### config.mk
export PLATFORM = sky130hd
export DESIGN_NAME = dmem_arbiter
export DESIGN_NICKNAME = d
export VERILOG_FILES = /design/src/rtl/dmem_arbiter_pkg.sv /design/src/rtl/dmem_rd_tag.sv /design/src/rtl/dmem_arbiter.sv
export SDC_FILE = /design/constraint.sdc
export NUM_CORES = 1
export LEC_CHECK = 0
export CAP_MARGIN = 10
export CORE_AREA = 2 2 92 94
export CTS_CLUSTER_SIZE = 10
export DETAILED_ROUTE_END_ITERATION = 8
export DIE_AREA = 0 0 94 96
export PLACE_DENSITY = 0.79
export SLEW_MARGIN = 30
export SYNTH_ARGS = -nofsm -noshare
export SYNTH_HDL_FRONTEND = slang
export SYNTH_SLANG_ARGS = --single-unit
### constraint.sdc
create_clock -name clk -period 3 [get_ports clk]
set_input_delay 0.3 -clock clk [delete_from_list [all_inputs] [get_ports clk]]
set_output_delay 0.3 -clock clk [all_outputs]
set_load 0.02 [all_outputs]
### src/rtl/dmem_arbiter_pkg.sv
// Shared types and defaults for the data-memory arbiter: arbitration states,
// read-owner tags and the memory geometry it is sized against.
package dmem_arbiter_pkg;

   localparam int DATA_MEM_NUM_LOG = 10;
   localparam int REG_DATA_W       = 32;
   localparam int STARVE_MAX_DEF   = 4;
   localparam int LOCK_MAX_DEF     = 16;

   typedef enum logic [1:0] {
      ST_ARB   = 2'd0,
      ST_LOCK  = 2'd1,
      ST_YIELD = 2'd2
   } arb_state_e;

   typedef enum logic [1:0] {
      OWN_NONE = 2'd0,
      OWN_P    = 2'd1,
      OWN_L    = 2'd2
   } rd_owner_e;

   // Only a granted read earns a return slot; writes never produce one.
   function automatic rd_owner_e next_owner(input logic p_gnt, input logic p_we,
                                            input logic l_gnt, input logic l_we);
      rd_owner_e own;
      if (p_gnt && !p_we) begin
         own = OWN_P;
      end else if (l_gnt && !l_we) begin
         own = OWN_L;
      end else begin
         own = OWN_NONE;
      end
      return own;
   endfunction

endpackage

### src/rtl/dmem_rd_tag.sv
// One-cycle read-owner register: remembers who issued the read in flight and
// steers the synchronous memory read data back to that requester.
module dmem_rd_tag
   import dmem_arbiter_pkg::*;
#(
   parameter int DATA_W = REG_DATA_W
) (
   input  logic              clk,
   input  logic              rst,
   input  logic              p_gnt,
   input  logic              p_we,
   input  logic              l_gnt,
   input  logic              l_we,
   input  logic [DATA_W-1:0] mem_rdata,
   output logic              p_rvalid,
   output logic [DATA_W-1:0] p_rdata,
   output logic              l_rvalid,
   output logic [DATA_W-1:0] l_rdata
);

   rd_owner_e owner_q;
   rd_owner_e owner_d;

   always_comb begin
      owner_d = next_owner(p_gnt, p_we, l_gnt, l_we);
   end

   always_ff @(posedge clk) begin
      if (rst) begin
         owner_q <= OWN_NONE;
      end else begin
         owner_q <= owner_d;
      end
   end

   // Gating with rst drops the return of a read that was in flight when reset hit.
   assign p_rvalid = (owner_q == OWN_P) & ~rst;
   assign l_rvalid = (owner_q == OWN_L) & ~rst;
   assign p_rdata  = mem_rdata;
   assign l_rdata  = mem_rdata;

endmodule

### src/rtl/dmem_arbiter.sv
// Single-port data-memory arbiter: fixed pipeline priority with a loader
// starvation guard, bounded loader burst lock, and routed read returns.
module dmem_arbiter
   import dmem_arbiter_pkg::*;
#(
   parameter int DATA_W     = REG_DATA_W,
   parameter int ADDR_W     = DATA_MEM_NUM_LOG,
   parameter int STARVE_MAX = STARVE_MAX_DEF,
   parameter int LOCK_MAX   = LOCK_MAX_DEF
) (
   input  logic              clk,
   input  logic              rst,
   input  logic              p_req,
   input  logic              p_we,
   input  logic [ADDR_W-1:0] p_addr,
   input  logic [DATA_W-1:0] p_wdata,
   output logic              p_gnt,
   output logic              p_rvalid,
   output logic [DATA_W-1:0] p_rdata,
   output logic              stall_o,
   input  logic              l_req,
   input  logic              l_we,
   input  logic              l_lock,
   input  logic [ADDR_W-1:0] l_addr,
   input  logic [DATA_W-1:0] l_wdata,
   output logic              l_gnt,
   output logic              l_rvalid,
   output logic [DATA_W-1:0] l_rdata,
   output logic              mem_en,
   output logic              mem_we,
   output logic [ADDR_W-1:0] mem_addr,
   output logic [DATA_W-1:0] mem_wdata,
   input  logic [DATA_W-1:0] mem_rdata
);

   localparam int SW = $clog2(STARVE_MAX + 1);
   localparam int LW = $clog2(LOCK_MAX + 1) + 1;
   localparam logic [SW-1:0] STARVE_LIM = SW'(STARVE_MAX);
   localparam logic [SW-1:0] STARVE_ONE = SW'(1);
   localparam logic [LW-1:0] LOCK_LIM   = LW'(LOCK_MAX);
   localparam logic [LW-1:0] LOCK_ONE   = LW'(1);

   arb_state_e    state_q,      state_d;
   logic [SW-1:0] starve_cnt_q, starve_cnt_d;
   logic [LW-1:0] lock_cnt_q,   lock_cnt_d;
   logic [LW-1:0] lock_cnt_inc;
   logic          starve_hit;

   assign starve_hit = (starve_cnt_q >= STARVE_LIM);

   always_comb begin
      p_gnt        = 1'b0;
      l_gnt        = 1'b0;
      state_d      = state_q;
      lock_cnt_d   = lock_cnt_q;
      lock_cnt_inc = lock_cnt_q + LOCK_ONE;
      case (state_q)
         ST_ARB: begin
            p_gnt = p_req & ~(l_req & starve_hit);
            l_gnt = ~p_gnt & l_req;
            if (l_gnt && l_lock) begin
               state_d    = ST_LOCK;
               lock_cnt_d = LOCK_ONE;
            end else begin
               lock_cnt_d = '0;
            end
         end
         ST_LOCK: begin
            // The entry grant already counted, so the limit is reached on the
            // grant that brings the post-increment count to LOCK_MAX.
            l_gnt = l_req;
            if (!l_lock) begin
               state_d    = ST_ARB;
               lock_cnt_d = '0;
            end else if (l_gnt && (lock_cnt_inc >= LOCK_LIM)) begin
               state_d    = ST_YIELD;
               lock_cnt_d = '0;
            end else if (l_gnt) begin
               lock_cnt_d = lock_cnt_inc;
            end else begin
               lock_cnt_d = lock_cnt_q;
            end
         end
         ST_YIELD: begin
            p_gnt      = p_req;
            state_d    = ST_ARB;
            lock_cnt_d = '0;
         end
         default: begin
            state_d    = ST_ARB;
            lock_cnt_d = '0;
         end
      endcase
   end

   always_comb begin
      if (!l_req || l_gnt) begin
         starve_cnt_d = '0;
      end else if (p_gnt && !starve_hit) begin
         starve_cnt_d = starve_cnt_q + STARVE_ONE;
      end else begin
         starve_cnt_d = starve_cnt_q;
      end
   end

   always_comb begin
      if (p_gnt) begin
         mem_we    = p_we;
         mem_addr  = p_addr;
         mem_wdata = p_wdata;
      end else if (l_gnt) begin
         mem_we    = l_we;
         mem_addr  = l_addr;
         mem_wdata = l_wdata;
      end else begin
         mem_we    = 1'b0;
         mem_addr  = '0;
         mem_wdata = '0;
      end
   end

   assign mem_en  = p_gnt | l_gnt;
   assign stall_o = p_req & ~p_gnt;

   always_ff @(posedge clk) begin
      if (rst) begin
         state_q      <= ST_ARB;
         starve_cnt_q <= '0;
         lock_cnt_q   <= '0;
      end else begin
         state_q      <= state_d;
         starve_cnt_q <= starve_cnt_d;
         lock_cnt_q   <= lock_cnt_d;
      end
   end

   dmem_rd_tag #(
      .DATA_W (DATA_W)
   ) u_rd_tag (
      .clk       (clk),
      .rst       (rst),
      .p_gnt     (p_gnt),
      .p_we      (p_we),
      .l_gnt     (l_gnt),
      .l_we      (l_we),
      .mem_rdata (mem_rdata),
      .p_rvalid  (p_rvalid),
      .p_rdata   (p_rdata),
      .l_rvalid  (l_rvalid),
      .l_rdata   (l_rdata)
   );

endmodule

==> report_table.html <==
<table>
<tr><th>Metric</th><th>Value</th></tr>
<tr><th colspan="2">Timing</th></tr>
<tr><td>Slew headroom</td><td>0.615</td></tr>
<tr><td>Peak Freq</td><td>around 360 MHz</td></tr>
<tr><td>Final setup violation count</td><td>0</td></tr>
<tr><td>Setup repair after global routing missed its margin</td><td>false</td></tr>
<tr><td>Final-layout setup total negative slack</td><td>0 ps</td></tr>
<tr><td>Final max-slew violation count</td><td>0</td></tr>
<tr><td>Tightest Pin Transition</td><td>roughly 580 ps</td></tr>
<tr><td>Min Clock Period, post-route</td><td>between 2000 and 3000 ps</td></tr>
<tr><td>Final cycle utilization of the critical path</td><td>0.931</td></tr>
<tr><td>Number of hold-slack violations in the final timing report</td><td>0</td></tr>
<tr><td>Fin Clk Skew</td><td>~5.5 ps</td></tr>
<tr><td>Hold_ws</td><td>about 500 ps</td></tr>
<tr><th colspan="2">Floorplan</th></tr>
<tr><td>Initial core utilization</td><td>0.198</td></tr>
<tr><td>Number of placed I/O pins</td><td>roughly 240</td></tr>
<tr><td>Placement Rows</td><td>33</td></tr>
<tr><td>Die outline area</td><td>~9000 µm²</td></tr>
<tr><td>Horizontal die dimension</td><td>between 90 and 100 µm</td></tr>
<tr><td>Chip height</td><td>around 96 µm</td></tr>
<tr><td>Standard cell core area</td><td>roughly 8100 µm²</td></tr>
<tr><th colspan="2">Clock tree</th></tr>
<tr><td>Number of buffers added by the clock tree synthesis step</td><td>3</td></tr>
<tr><td>CTS sink count</td><td>13</td></tr>
<tr><td>Clock H-tree levels</td><td>1</td></tr>
<tr><td>Clock transition at the registers of the reported paths</td><td>50 ps</td></tr>
<tr><td>Buffers inserted by post-CTS timing repair</td><td>0</td></tr>
<tr><td>Clock Latency Late Sink</td><td>240 ps</td></tr>
<tr><td>Number of buffers on the longest clock path</td><td>2</td></tr>
<tr><td>Post-CTS resize count</td><td>0</td></tr>
<tr><td>Cts-stage hold buffer count</td><td>0</td></tr>
<tr><td>Library cell used as clock root buffer</td><td>sky130_fd_sc_hd__clkbuf_8</td></tr>
<tr><td>TritonCTS clock tree</td><td>yes</td></tr>
<tr><th colspan="2">Final layout</th></tr>
<tr><td>Number of antenna cells inserted</td><td>0</td></tr>
<tr><td>Commonest cells after routing, fill and taps aside</td><td>sky130_fd_sc_hd__clkdlybuf4s50_1, sky130_fd_sc_hd__a22o_1, sky130_fd_sc_hd__dfxtp_1</td></tr>
<tr><td>Footprint of the multi-input gates</td><td>around 800 µm²</td></tr>
<tr><td>Layout cell share with drive strength beyond 1</td><td>0.0380</td></tr>
<tr><td>Most common cell after layout, fill and taps aside</td><td>sky130_fd_sc_hd__clkdlybuf4s50_1</td></tr>
<tr><td>Register Area</td><td>260 µm²</td></tr>
<tr><td>Number of nets in the layout</td><td>390</td></tr>
<tr><td>Synth-to-Final Area Change</td><td>69.0%</td></tr>
<tr><td>Final non-filler cell total</td><td>368</td></tr>
<tr><td>Fill cell instance count of the final layout</td><td>about 840</td></tr>
<tr><th colspan="2">Critical path</th></tr>
<tr><td>Critical path class</td><td>input pin to output pin</td></tr>
<tr><td>Critical path arrival</td><td>2490 ps</td></tr>
<tr><td>Req. time, crit path</td><td>between 2000 and 3000 ps</td></tr>
<tr><td>Startpoint of the most critical register-to-register path</td><td>lock_cnt_q[0]</td></tr>
<tr><td>Number of cells on the worst reg-to-reg path</td><td>4</td></tr>
<tr><td>Worst setup path startpoint</td><td>p_req</td></tr>
<tr><td>Crit path largest cell delay</td><td>roughly 540 ps</td></tr>
<tr><td>Stages on worst setup path</td><td>6</td></tr>
<tr><td>Library cell appearing most often on the critical path</td><td>sky130_fd_sc_hd__clkdlybuf4s50_1</td></tr>
<tr><td>Worst-path cell with the longest stage delay</td><td>sky130_fd_sc_hd__clkdlybuf4s50_1</td></tr>
<tr><td>Critical Path Fanout Max</td><td>23</td></tr>
<tr><td>Critical path endpoint category</td><td>output pin</td></tr>
<tr><td>Destination of the critical timing path</td><td>mem_addr[7]</td></tr>
<tr><td>Kind of start point of the critical path</td><td>input pin</td></tr>
<tr><td>Reg-to-reg slack, setup</td><td>about 1500 ps</td></tr>
<tr><td>RR Endpoint</td><td>state_q[1]</td></tr>
<tr><td>Worst-path cell chain</td><td>clkdlybuf4s50_1 -&gt; nor3b_2 -&gt; nor2_4 -&gt; buf_16 -&gt; a22o_1 -&gt; clkdlybuf4s50_1</td></tr>
<tr><td>CP bufs+invs</td><td>3</td></tr>
<tr><td>Dominant delay contributor by cell family on the critical path</td><td>buffers and inverters</td></tr>
<tr><th colspan="2">Yosys</th></tr>
<tr><td>Mean instance size in the synthesized netlist</td><td>8.38 µm²</td></tr>
<tr><td>Post-synthesis instance area</td><td>around 1600 µm²</td></tr>
<tr><td>Seq cells post-synth</td><td>13</td></tr>
<tr><td>Count of unique library cells instantiated by Yosys</td><td>32</td></tr>
<tr><td>Post-synth net total</td><td>around 320</td></tr>
<tr><td>Share of synthesized area occupied by flip-flops and latches</td><td>0.163</td></tr>
<tr><td>Yosys warns</td><td>0</td></tr>
<tr><td>Post-Synthesis Cells</td><td>190</td></tr>
<tr><th colspan="2">Place</th></tr>
<tr><td>Port buffer count</td><td>139</td></tr>
<tr><td>Detailed-placement wirelength estimate</td><td>4710 µm</td></tr>
<tr><td>Total placed cells including tap cells</td><td>roughly 360</td></tr>
<tr><td>Final Wtd Congestion</td><td>about 0.73</td></tr>
<tr><th colspan="2">Global route</th></tr>
<tr><td>Overall fraction of global-route tracks in use</td><td>0.107</td></tr>
<tr><td>Remaining global-route overflow</td><td>0</td></tr>
<tr><td>Maximum number of pins on one net before global-route repair</td><td>47</td></tr>
<tr><td>Antenna violations before repair</td><td>0</td></tr>
<tr><td>Wire length of the first global-routing pass</td><td>7650 µm</td></tr>
<tr><td>Vias in the first global route</td><td>1,508</td></tr>
<tr><th colspan="2">Routing</th></tr>
<tr><td>Total via count in the routed design</td><td>between 1,500 and 2,000</td></tr>
<tr><td>Routed length per placed instance</td><td>between 15 and 20 µm</td></tr>
<tr><td>TritonRoute pass-1 iters</td><td>4</td></tr>
<tr><td>Via density</td><td>around 4.5</td></tr>
<tr><td>Number of nets with antenna violations after routing</td><td>0</td></tr>
<tr><td>Detailed-route DRC error count</td><td>0</td></tr>
<tr><td>Overall routed net length</td><td>around 5700 µm</td></tr>
<tr><td>Iteration-0 DRC Markers</td><td>12</td></tr>
<tr><th colspan="2">Power</th></tr>
<tr><td>Leakage component of the power</td><td>about 1 nW</td></tr>
<tr><td>Power, Total</td><td>around 0.00073 W</td></tr>
<tr><td>PwrDens</td><td>about 270 nW/µm²</td></tr>
<tr><td>Worst voltage drop across the vdd grid</td><td>around 0.27 mV</td></tr>
<tr><th colspan="2">Outcome</th></tr>
<tr><td>Status</td><td>finished clean</td></tr>
<tr><th colspan="2">Worst hold path</th></tr>
<tr><td>Min-delay worst type</td><td>flip-flop to flip-flop</td></tr>
<tr><th colspan="2">Flow run</th></tr>
<tr><td>Maximum capacitance violations</td><td>0</td></tr>
</table>
final cells by class:
type	count	share of cell area
clock buffers	4	0.0167
well taps	105	0.0488
inverters	3	0.00418
flip-flops and latches	13	0.0967
multi-input cells	101	0.296
repair buffers	142	0.537
cell usage after synthesis:
master                       n  area, µm²
sky130_fd_sc_hd__a211oi_1    4       30.0
sky130_fd_sc_hd__a21boi_0    1       7.51
sky130_fd_sc_hd__a21oi_1     4       20.0
sky130_fd_sc_hd__a21oi_4     1       16.3
sky130_fd_sc_hd__a22o_1     43        377
sky130_fd_sc_hd__a22oi_1     1       7.51
sky130_fd_sc_hd__a311oi_1    1       8.76
sky130_fd_sc_hd__a31oi_1     2       12.5
sky130_fd_sc_hd__and3_1      2       12.5
sky130_fd_sc_hd__and4_1      2       17.5
sky130_fd_sc_hd__buf_2       8       40.0
sky130_fd_sc_hd__buf_4      65        488
sky130_fd_sc_hd__dfxtp_1    13        260
sky130_fd_sc_hd__ha_1        3       37.5
sky130_fd_sc_hd__inv_1       3       11.3
sky130_fd_sc_hd__mux2i_1     1       10.0
sky130_fd_sc_hd__nand2_1     6       22.5
sky130_fd_sc_hd__nand2b_1    4       25.0
sky130_fd_sc_hd__nand3_1     2       10.0
sky130_fd_sc_hd__nand3b_1    3       22.5
sky130_fd_sc_hd__nand4_1     1       6.26
sky130_fd_sc_hd__nor2_1      2       7.51
sky130_fd_sc_hd__nor2_2      1       6.26
sky130_fd_sc_hd__nor2b_1     3       18.8
sky130_fd_sc_hd__nor3b_1     6       45.0
sky130_fd_sc_hd__nor3b_2     1       12.5
sky130_fd_sc_hd__nor4_1      1       6.26
sky130_fd_sc_hd__nor4bb_1    1       10.0
sky130_fd_sc_hd__o2111ai_1   1       8.76
sky130_fd_sc_hd__or2_4       1       8.76
sky130_fd_sc_hd__or3b_1      1       8.76
sky130_fd_sc_hd__xor2_1      2       17.5
state kept, by name, summed over array words and instances, names as in the netlist:
register and cells:
lock_cnt_q 6, starve_cnt_q 3, state_q 2, u_rd_tag.owner_q 2
worst register-to-register path, cell delays in order, from the launching register on:
cell and delay, ps:
sky130_fd_sc_hd__dfxtp_1 360, sky130_fd_sc_hd__ha_1 270, sky130_fd_sc_hd__and3_1 220, sky130_fd_sc_hd__a21boi_0 420, sky130_fd_sc_hd__and3_1 230
report_power, final:
group / leakage (nW) / switching [W] / internal [W]
sequential: 0.105 / 0.00000252 / 0.000175
combinational: 0.863 / 0.000157 / 0.000239
clock: 0.0228 / 0.0000598 / 0.0000935
total: 0.991 / 0.000219 / 0.000508
logic make-up (layout without fill, tap and decap cells):
family / Yosys count / after routing / synth area share
muxes: 1 / 1 / 0.00628
adders and majority gates: 3 / 3 / 0.0236
buffers and inverters: 76 / 149 / 0.339
AOI/OAI and AO/OA: 58 / 58 / 0.306
DFF: 13 / 13 / 0.163
xor gates and xnor gates: 2 / 2 / 0.0110
and+or+nand+nor: 37 / 37 / 0.151
how the worst min path moves through the flow:
stage                     from             endpoint  slack, ps  depth (start not counted)
6_report       starve_cnt_q[1]      starve_cnt_q[1]        500                          2
5_1_grt          lock_cnt_q[5]        lock_cnt_q[5]        530                          1
4_1_cts        starve_cnt_q[1]      starve_cnt_q[1]        510                          2
3_5_place_dp   starve_cnt_q[1]      starve_cnt_q[1]        500                          2
3_3_place_gp   starve_cnt_q[0]      starve_cnt_q[0]        490                          2
2_1_floorplan              rst  u_rd_tag.owner_q[0]        380                          1
routing by layer:
layer,track usage,vias up,wire [µm],share of wire
li1,-,782,-,-
met1,0.119,764,2080,0.37
met2,0.207,95,2970,0.53
met3,0.0290,2,569,0.10
met4,0.0133,0,26,0.0046
met5,0,-,0,0
per-stage QoR:
stage | worst slack (ps) | util | area [µm²]
4_1_cts | 38.4 | 0.331 | 2670
3_3_place_gp | 92.1 | 0.325 | 2620
6_report | 208 | 0.334 | 2690
5_1_grt | 53.3 | 0.334 | 2690
2_1_floorplan | 1430 | - | 1590
3_5_place_dp | 40.5 | 0.325 | 2620
Power figures use the tool's default switching activity.
